===== config.mk =====
export PLATFORM = sky130hd
export DESIGN_NAME = pipe_stage_skid
export DESIGN_NICKNAME = d
export VERILOG_FILES = /design/src/rtl/pipe_stage_skid.sv
export SDC_FILE = /design/constraint.sdc
export NUM_CORES = 1
export LEC_CHECK = 0
export CAP_MARGIN = 10
export CORE_ASPECT_RATIO = 2
export CORE_MARGIN = 1
export CORE_UTILIZATION = 50
export DETAILED_ROUTE_END_ITERATION = 10
export PLACE_DENSITY = 0.8
export SKIP_CTS_REPAIR_TIMING = 1
export SYNTH_ARGS = -nofsm -noshare
export SYNTH_HDL_FRONTEND = slang
export SYNTH_SLANG_ARGS = --single-unit

===== constraint.sdc =====
create_clock -name clock -period 10.3 [get_ports clock]
set_input_delay 3.09 -clock clock [delete_from_list [all_inputs] [get_ports clock]]
set_output_delay 3.09 -clock clock [all_outputs]
set_load 0.05 [all_outputs]

===== src/rtl/pipe_stage_skid.sv =====
// pipe_stage_skid: two-entry valid/ready pipeline register (output + skid).
// in_ready comes only from the state register, so there is no combinational
// path from out_ready. A synchronous flush empties the stage. A saturating
// counter records cycles where the head payload is stalled.
module pipe_stage_skid #(
  parameter int unsigned          WIDTH       = 64,
  parameter logic [WIDTH-1:0]     FLUSH_VALUE = {WIDTH{1'b0}},
  parameter int unsigned          CNT_WIDTH   = 16
) (
  input  logic                 clock,
  input  logic                 reset,
  input  logic                 flush,
  input  logic                 in_valid,
  output logic                 in_ready,
  input  logic [WIDTH-1:0]     in_data,
  output logic                 out_valid,
  input  logic                 out_ready,
  output logic [WIDTH-1:0]     out_data,
  output logic [1:0]           occupancy,
  output logic [CNT_WIDTH-1:0] stall_cnt
);

  // Each encoding equals the number of held entries, so occupancy is the state itself.
  typedef enum logic [1:0] {
    StEmpty = 2'd0,
    StOne   = 2'd1,
    StFull  = 2'd2
  } state_e;

  state_e               state_q, state_d;
  logic [WIDTH-1:0]     main_q, main_d;
  logic [WIDTH-1:0]     skid_q, skid_d;
  logic [CNT_WIDTH-1:0] stall_cnt_q, stall_cnt_d;

  logic in_fire;
  logic out_fire;

  // Outputs decoded from the state register only.
  always_comb begin
    in_ready  = (state_q != StFull);
    out_valid = (state_q != StEmpty);
    occupancy = state_q;
    out_data  = main_q;
    stall_cnt = stall_cnt_q;
    in_fire   = in_valid & in_ready;
    out_fire  = out_valid & out_ready;
  end

  // Next-state and data movement; flush overrides every transition.
  always_comb begin
    state_d = state_q;
    main_d  = main_q;
    skid_d  = skid_q;
    if (flush) begin
      state_d = StEmpty;
      main_d  = FLUSH_VALUE;
      skid_d  = FLUSH_VALUE;
    end else begin
      case (state_q)
        StEmpty: begin
          if (in_fire) begin
            main_d  = in_data;
            state_d = StOne;
          end
        end
        StOne: begin
          if (in_fire && out_fire) begin
            main_d = in_data;
          end else if (in_fire) begin
            skid_d  = in_data;
            state_d = StFull;
          end else if (out_fire) begin
            // main_q keeps its stale value; out_valid masks it.
            state_d = StEmpty;
          end
        end
        StFull: begin
          // in_ready is low here, so only the drain case exists.
          if (out_fire) begin
            main_d  = skid_q;
            state_d = StOne;
          end
        end
        default: begin
          state_d = StEmpty;
        end
      endcase
    end
  end

  // Stall counter saturates; flush deliberately leaves it alone.
  always_comb begin
    stall_cnt_d = stall_cnt_q;
    if (out_valid && !out_ready && (stall_cnt_q != {CNT_WIDTH{1'b1}})) begin
      stall_cnt_d = stall_cnt_q + {{(CNT_WIDTH-1){1'b0}}, 1'b1};
    end
  end

  // State, data and counter registers with asynchronous reset.
  always_ff @(posedge clock or posedge reset) begin
    if (reset) begin
      state_q     <= StEmpty;
      main_q      <= FLUSH_VALUE;
      skid_q      <= FLUSH_VALUE;
      stall_cnt_q <= {CNT_WIDTH{1'b0}};
    end else begin
      state_q     <= state_d;
      main_q      <= main_d;
      skid_q      <= skid_d;
      stall_cnt_q <= stall_cnt_d;
    end
  end

endmodule

==> results of run 1 <==
==> synth_stat cells (2+ instances only) <==
master      n
nand2_1   198
dfrtp_1   146
a21oi_1    69
mux2i_1    64
o31ai_1    64
clkbuf_1   21
buf_2      16
buf_4      11
xor2_1      8
nand3_1     7
nor2_1      5
xnor2_1     4
nor3b_1     3
or2_2       3
clkbuf_4    2
inv_1       2
mux2_2      2
nand4_1     2
nor3_1      2
nor4_1      2
nor4_4      2
nor4b_1     2
==> worst max-delay path: cells and delay by family (launching register included) <==
kind | cells | cell delay [ns]
buffers and inverters | 1 | 0.82
DFF | 1 | 0.51
and+or+nand+nor | 1 | 0.20
==> power by group <==
| part | switching, mW | internal, mW |
|---|---|---|
| logic | 0.213 | 0.116 |
| registers | 0.0334 | 0.613 |
| clock network | 0.235 | 0.387 |
==> worst max path at each step <==
stage                   end  slack (ns)  cells past startpoint
4_1_cts           skid_q[7]        4.82                      6
3_3_place_gp     skid_q[37]        4.58                      6
5_1_grt           out_valid        5.21                      2
3_5_place_dp     skid_q[23]        4.45                      6
2_1_floorplan  occupancy[0]        3.29                      1
6_report           in_ready        5.27                      2
==> routing by layer <==
metal	vias to the layer above	routed length [microns]	global-route usage [%]
met5	-	0	0
met2	178	8630	42.4
met3	50	665	5.05
met4	0	830	15.4
li1	2506	-	-
met1	2613	6180	28.9
==> per-stage QoR <==
step	hold WS (ns)	setup slack, ns	power (mW)	cells	utilization [%]
after floorplan	0.501	3.29	0.859	653	-
after global placement	0.461	4.58	0.976	913	63.0
after detailed placement	0.466	4.45	0.985	913	63.0
after CTS	0.480	4.82	1.61	944	67.7
after global routing	0.505	5.21	1.65	945	67.7
final	0.475	5.27	1.60	945	67.7
==> cell families after synthesis <==
group | after synthesis | synth area share [%]
xor+xnor | 12 | 1.59
simple gates | 236 | 15.4
mux | 67 | 10.3
buf+inv | 53 | 4.05
flops | 146 | 55.3
compound gates | 138 | 13.2
fa+ha+maj | 1 | 0.189
==> placed cells by master, fill, tap and decap left out, types with 2 or more instances in the layout <==
master,synthesis,routed
xor2_1,8,8
bufinv_16,0,3
mux2i_1,64,64
nand4_1,2,2
nor3b_1,3,2
nand2_1,198,198
clkinv_4,0,4
nor4b_1,2,2
buf_4,11,8
clkbuf_16,0,17
nor3_1,2,2
a21oi_1,69,69
dfrtp_1,146,146
nor2_1,5,5
xnor2_1,4,4
clkdlybuf4s50_1,0,151
mux2_2,2,2
o31ai_1,64,64
nor4_1,2,2
nand3_1,7,7
clkinvlp_4,0,4
or2_2,3,3
nor4_4,2,2
==> sequential cells by signal (all words and copies together), names as in the netlist <==
register,cells
out_data,64
skid_q,64
stall_cnt,16
occupancy,2
==> area by class of cell <==
class	count	area, sq um
clock buffers	19	443
well taps	152	190
flip-flops and latches	146	3650
inverters	2	12.5
fillers	955	4170
clock inverters	12	160
repair buffers	160	1580
multi-input cells	454	2710
==> flow_summary.yaml, run 1 <==
detailed_routing:
  vias: 5347
  drt_iter0_drc: 298
  avgViaCountPerCell: 5.66
  ant_nets: 0
  drc: 0
  wl_per_cell_microns: 17.2
  dr.pass1.iters: 6
  wl_microns: 16300
floorplanning:
  fp.dieH_microns: 165
  rows: 59
  coreArea_sq_um: 12900
  die_w_microns: 83.3
  initial_core_util_pct: 51.1
  ios: 153
  die_area_sq_um: 13700
clock_tree:
  clk_pin_slew_worst_paths_ns: 0.05
  clk_path_buf_depth: 2
  htreeDepth: 4
  numCtsBuffers: 17
  cts_root_buffer: "clkbuf_16"
  cts_tree: "yes"
  cts_num_sinks: 146
  clk_latency_ns: 0.41
yosys:
  synthesis.nets: 723
  synth_area_leader_cell: "dfrtp_1"
  async_flop_share_pct: 100
  syn_area_sq_um: 6610
  syn_avg_cell_area_sq_um: 10.1
  syn_inst: 653
  yosysWarnings: 0
  synth-seq-cells: 146
  synth-main-ff-cell: "dfrtp_1"
  yosys-top-cells-area: "dfrtp_1 (55%), nand2_1 (11%), mux2i_1 (9.7%), o31ai_1 (7.3%), a21oi_1 (5.2%)"
  synth_edf_count: 0
  ys_seq_area_share_pct: 55.3
  synth_cell_types: 40
  synth_top_area_share_pct: 55.3
finish:
  n_antenna_cell: 0
  design_area_sq_um: 8750
  area.growth.synth_to_final_pct: 32.5
  fin_nets: 851
  layout-drive-gt1-share_pct: 6.94
placed_design:
  dp_hpwl_microns: 11000
  placed_area_sq_um: 8140
  gp_congestion: 0.882
  io_buffers: 152
timing:
  slew_violations: 0
  setup_viol_count_final: 0
  period_needed_ns: 5.03
  slew_headroom_pct: 25.5
  period_share_pct: 48.8
  clock.fmax_ghz: 0.199
  fin_worst_skew_ns: 0.00997
  rsz0062_at_grt: "no"
  worst_pin_slew_ns: 1.12
  report.final.hold_viol_count: 0
  setup_tns_ns: 0
worst_setup_path:
  critPathMaxStageDelay_ns: 0.82
  path_cells: "nand2b_4, clkdlybuf4s50_1"
  crit_slowest_cell: "clkdlybuf4s50_1"
  cp-startpoint: "occupancy[0]"
  worstReg2RegEnd: "skid_q[7]"
  reg2regPathDepth: 5
  cp_max_fo: 7
  rr_startpoint: "occupancy[1]"
  worstSetupPathType: "reg -> out"
  worstPathArrival_ns: 1.94
  required_ns: 7.21
  end_kind: "primary output"
  startpoint_type: "flop"
  reg2reg_slack_ns: 8.08
global_routing:
  grtUsageTotal_pct: 25.0
  grt_antenna_before_repair: 0
  first_global_vias: 5434
  grt_max_degree: 84
  grt_overflow: 0
  grt_pass1_wl_microns: 26900
status:
  status: "finished clean"
hold_path:
  hold_depth: 2
  min_from: "out_data[63]"
  min_path_type: "reg -> reg"
  whs_endpoint: "out_data[63]"
power:
  p_per_area_nw_per_um2: 182
  ir_worst_vdd_mv: 0.211
  p_leak_nw: 4.06
flow_run:
  maxCapViolations: 0
Note: power is estimated with default switching activity, not from simulation.
==> run 2, diff against run 1 <==
- clock period: 10.3 -> 5.3 ns (I/O delays scaled with it)
==> flow_summary.yaml, run 2 (synthesized netlist as in run 1, its figures left out) <==
finish:
  design_area_sq_um: 8760
  final_cell_mix: "nand2_1 (198), clkdlybuf4s50_1 (151), dfrtp_1 (146)"
  layout-drive-gt1-share_pct: 7.04
  multi_input_area_sq_um: 2710
  fin_nets: 853
  fillers: 968
  final-seq-area_sq_um: 3650
  area.growth.synth_to_final_pct: 32.6
  layout_commonest_cell: "nand2_1"
  n_antenna_cell: 0
power:
  ir_worst_vdd_mv: 0.346
  p_per_area_nw_per_um2: 349
  p_leak_nw: 4.06
floorplanning:
  die_w_microns: 83.3
  initial_core_util_pct: 51.1
  fp.dieH_microns: 165
  rows: 59
  die_area_sq_um: 13700
  ios: 153
  coreArea_sq_um: 12900
timing:
  setup_tns_ns: 0
  fin_worst_skew_ns: 0.00795
  timing.final.ws_setup_ns: 1.78
  period_needed_ns: 3.52
  period_share_pct: 66.5
  setup_viol_count_final: 0
  slew_violations: 0
  worst_pin_slew_ns: 1.13
  clock.fmax_ghz: 0.284
  rsz0062_at_grt: "no"
  report.final.hold_viol_count: 0
  slew_headroom_pct: 24.3
clock_tree:
  cts_num_sinks: 146
  htreeDepth: 4
  clk_pin_slew_worst_paths_ns: 0.06
  cts_tree: "yes"
  clk_latency_ns: 0.41
  clk_path_buf_depth: 2
  cts_root_buffer: "clkbuf_16"
  numCtsBuffers: 17
worst_setup_path:
  rr_startpoint: "occupancy[0]"
  cp_max_fo: 7
  critPathMaxStageDelay_ns: 0.82
  worstSetupPathType: "reg -> out"
  startpoint_type: "flop"
  end_kind: "primary output"
  path_cells: "nand2b_4, clkdlybuf4s50_1"
  cp-startpoint: "occupancy[0]"
  crit_slowest_cell: "clkdlybuf4s50_1"
  required_ns: 3.71
  worstPathArrival_ns: 1.93
hold_path:
  min_path_type: "reg -> reg"
  min_from: "out_data[10]"
detailed_routing:
  drt_iter0_drc: 330
  wl_microns: 16800
  wl_per_cell_microns: 17.7
  vias: 5351
  dr.pass1.iters: 4
  ant_nets: 0
  drc: 0
  avgViaCountPerCell: 5.65
global_routing:
  grt_pass1_wl_microns: 27100
  first_global_vias: 5499
  grt_antenna_before_repair: 0
  grtUsageTotal_pct: 25.2
  grt_max_degree: 76
  grt_overflow: 0
placed_design:
  gp_congestion: 0.859
  io_buffers: 152
  dp_hpwl_microns: 11200
  place_ws_ns: 1.58
  placed_area_sq_um: 8160
status:
  status: "finished clean"
flow_run:
  maxCapViolations: 0
[run 2: cell types whose count changed in the layout (fill, tap and decap cells not counted)]
cell / previous run / this run
bufinv_16: 3 / 2
buf_4: 8 / 9
buf_6: 1 / 0
clkbuf_1: 1 / 2
inv_6: 1 / 2
buf_12: 0 / 2
clkinvlp_4: 4 / 5
clkinv_4: 4 / 2
[run 2: layout make-up]
class                      instances  area share, %
timing repair buffer             162           18.5
sequential                       146           41.7
inverter                           2          0.129
tap                              152           2.17
multi-input combinational        454           30.9
clock inverter                    11           1.49
clock buffer                      20           5.10
[run 2: power by group]
part	internal, mW	leakage, nW	switching (mW)
registers	1.19	1.96	0.0673
clock network	0.706	0.269	0.455
logic	0.228	1.83	0.414
[run 2: worst paths after layout]
| check | endpoint | slack, ns | depth (start not counted) |
|---|---|---|---|
| min | out_data[10] | 0.47 | 2 |
| max in group asynchronous | out_data[39] | 2.83 | 4 |
| max reg2reg | out_data[8] | 3.09 | 4 |
| min in group asynchronous | skid_q[18] | 1.52 | 2 |
| min reg2reg | out_data[10] | 0.47 | 2 |
| max | in_ready | 1.78 | 2 |
[run 2: through the flow]
step	util, %	hold WS, ns	std cells	total power [mW]
2_1_floorplan	-	0.501	653	1.67
3_3_place_gp	63.2	0.462	915	1.90
3_5_place_dp	63.2	0.465	915	1.92
4_1_cts	67.7	0.477	946	3.08
5_1_grt	67.8	0.493	947	3.17
6_report	67.8	0.475	947	3.06
[run 2: layer usage]
| metal | track usage [%] | up-vias | routed length [microns] |
|---|---|---|---|
| met1 | 26.6 | 2646 | 6180 |
| li1 | - | 2506 | - |
| met5 | 0 | - | 0 |
| met4 | 13.3 | 0 | 662 |
| met3 | 5.20 | 42 | 616 |
| met2 | 46.7 | 157 | 9300 |
[run 2: worst max-delay path, delay by kind of cell, from the launching register on]
family	cells	cell delay (ns)
buffers and inverters	1	0.82
flip-flops	1	0.51
AND/OR/NAND/NOR	1	0.20
==> run 3, diff against run 2 <==
- CORE_UTILIZATION: 50 -> 45
- PLACE_DENSITY: 0.8 -> 0.76
- clock period: 5.3 -> 3 ns (I/O delays scaled with it)
==> flow_summary.yaml, run 3 (synthesized netlist as in run 1, its figures left out) <==
status:
  status: "finished clean"
worst_setup_path:
  critPathMaxStageDelay_ns: 0.70
  rr_startpoint: "stall_cnt[0]"
  path_cells: "or2_2, clkdlybuf4s50_1"
  worstPathArrival_ns: 1.89
  reg2regPathDepth: 5
  end_kind: "primary output"
  crit_slowest_cell: "clkdlybuf4s50_1"
  crit_family: "buffers and inverters"
  worstReg2RegEnd: "stall_cnt[1]"
  startpoint_type: "flop"
  required_ns: 2.10
  cp_max_fo: 7
  reg2reg_slack_ns: 0.90
  worstSetupPathType: "reg -> out"
  crit_buf_inv: 1
power:
  total_power_mw: 5.47
  ir_worst_vdd_mv: 0.392
  p_leak_nw: 4.10
  p_per_area_nw_per_um2: 616
global_routing:
  grt_max_degree: 131
  grtUsageTotal_pct: 23.6
  grt_overflow: 0
  grt_antenna_before_repair: 0
  first_global_vias: 5665
  grt_pass1_wl_microns: 27500
timing:
  slew_violations: 0
  fin_worst_skew_ns: 0.00827
  period_share_pct: 92.9
  setup_viol_count_final: 0
  timing.final.ws_setup_ns: 0.212
  worst_pin_slew_ns: 0.571
  report.final.hold_viol_count: 0
  hold-worst-slack_ns: 0.478
  period_needed_ns: 2.79
  clock.fmax_ghz: 0.359
  slew_headroom_pct: 61.8
  rsz0062_at_grt: "no"
  setup_tns_ns: 0
placed_design:
  dp_hpwl_microns: 11400
  place_ws_ns: 0.261
  gp_congestion: 0.857
  dpl.cell_count: 959
  placed_area_sq_um: 8290
  io_buffers: 152
floorplanning:
  fp.dieH_microns: 173
  rows: 62
  initial_core_util_pct: 46.0
  die_w_microns: 87.7
  coreArea_sq_um: 14400
  ios: 153
  die_area_sq_um: 15200
hold_path:
  whs_endpoint: "out_data[10]"
  min_from: "out_data[10]"
  min_path_type: "reg -> reg"
  hold_depth: 2
finish:
  fillers: 1200
  area.growth.synth_to_final_pct: 34.5
  layout_commonest_cell: "nand2_1"
  n_antenna_cell: 0
  utilization_pct: 61.9
  layout.cells.non_filler: 991
  design_area_sq_um: 8880
  layout-drive-gt1-share_pct: 7.38
  final_cell_mix: "nand2_1 (198), clkdlybuf4s50_1 (150), dfrtp_1 (146)"
  fin_nets: 856
clock_tree:
  clk_latency_ns: 0.41
  cts_num_sinks: 146
  cts_tree: "yes"
  htreeDepth: 4
  clk_pin_slew_worst_paths_ns: 0.06
  numCtsBuffers: 17
  cts_root_buffer: "clkbuf_16"
  clk_path_buf_depth: 2
detailed_routing:
  drc: 0
  wl_microns: 16700
  vias: 5347
  avgViaCountPerCell: 5.40
  drt_iter0_drc: 376
  wl_per_cell_microns: 16.9
  ant_nets: 0
  dr.pass1.iters: 5
flow_run:
  maxCapViolations: 0
## run 3: worst max path at each step
stage	from	to	slack [ns]	depth (start not counted)
2_1_floorplan	reset	occupancy[0]	0.27	1
3_3_place_gp	in_valid	skid_q[43]	0.36	6
3_5_place_dp	in_valid	skid_q[38]	0.26	6
4_1_cts	occupancy[1]	out_valid	0.19	2
5_1_grt	occupancy[1]	out_valid	0.17	2
6_report	occupancy[1]	out_valid	0.21	2
## run 3: cell type report
cell class / instances / area, sq um / share of cell area (%)
tap: 192 / 240 / 2.70
clock inverter: 7 / 97.6 / 1.10
inverter: 2 / 11.3 / 0.127
multi-input combinational: 454 / 2710 / 30.5
clock buffer: 25 / 495 / 5.58
timing repair buffer: 165 / 1680 / 18.9
sequential: 146 / 3650 / 41.1
## run 3: worst register-to-register path: stages (launching register included)
cell     delay (ns)
dfrtp_1        0.43
ha_1           0.22
nand4_1        0.35
nor4_4         0.56
nor2_2         0.10
mux2_4         0.31
## run 3: routing by layer
metal | up-vias | part of all wire, % | global-route usage (%) | routed length [microns]
li1 | 2518 | - | - | -
met1 | 2633 | 37 | 25.6 | 6240
met2 | 152 | 54 | 42.0 | 9090
met3 | 44 | 4.5 | 5.29 | 754
met4 | 0 | 3.9 | 11.6 | 650
met5 | - | 0 | 0 | 0
## run 3: report_power, final
group	leakage [nW]	internal (mW)	total, mW	switching (mW)
combinational	1.85	0.411	1.15	0.740
sequential	1.96	2.10	2.22	0.112
clock	0.284	1.32	2.10	0.787
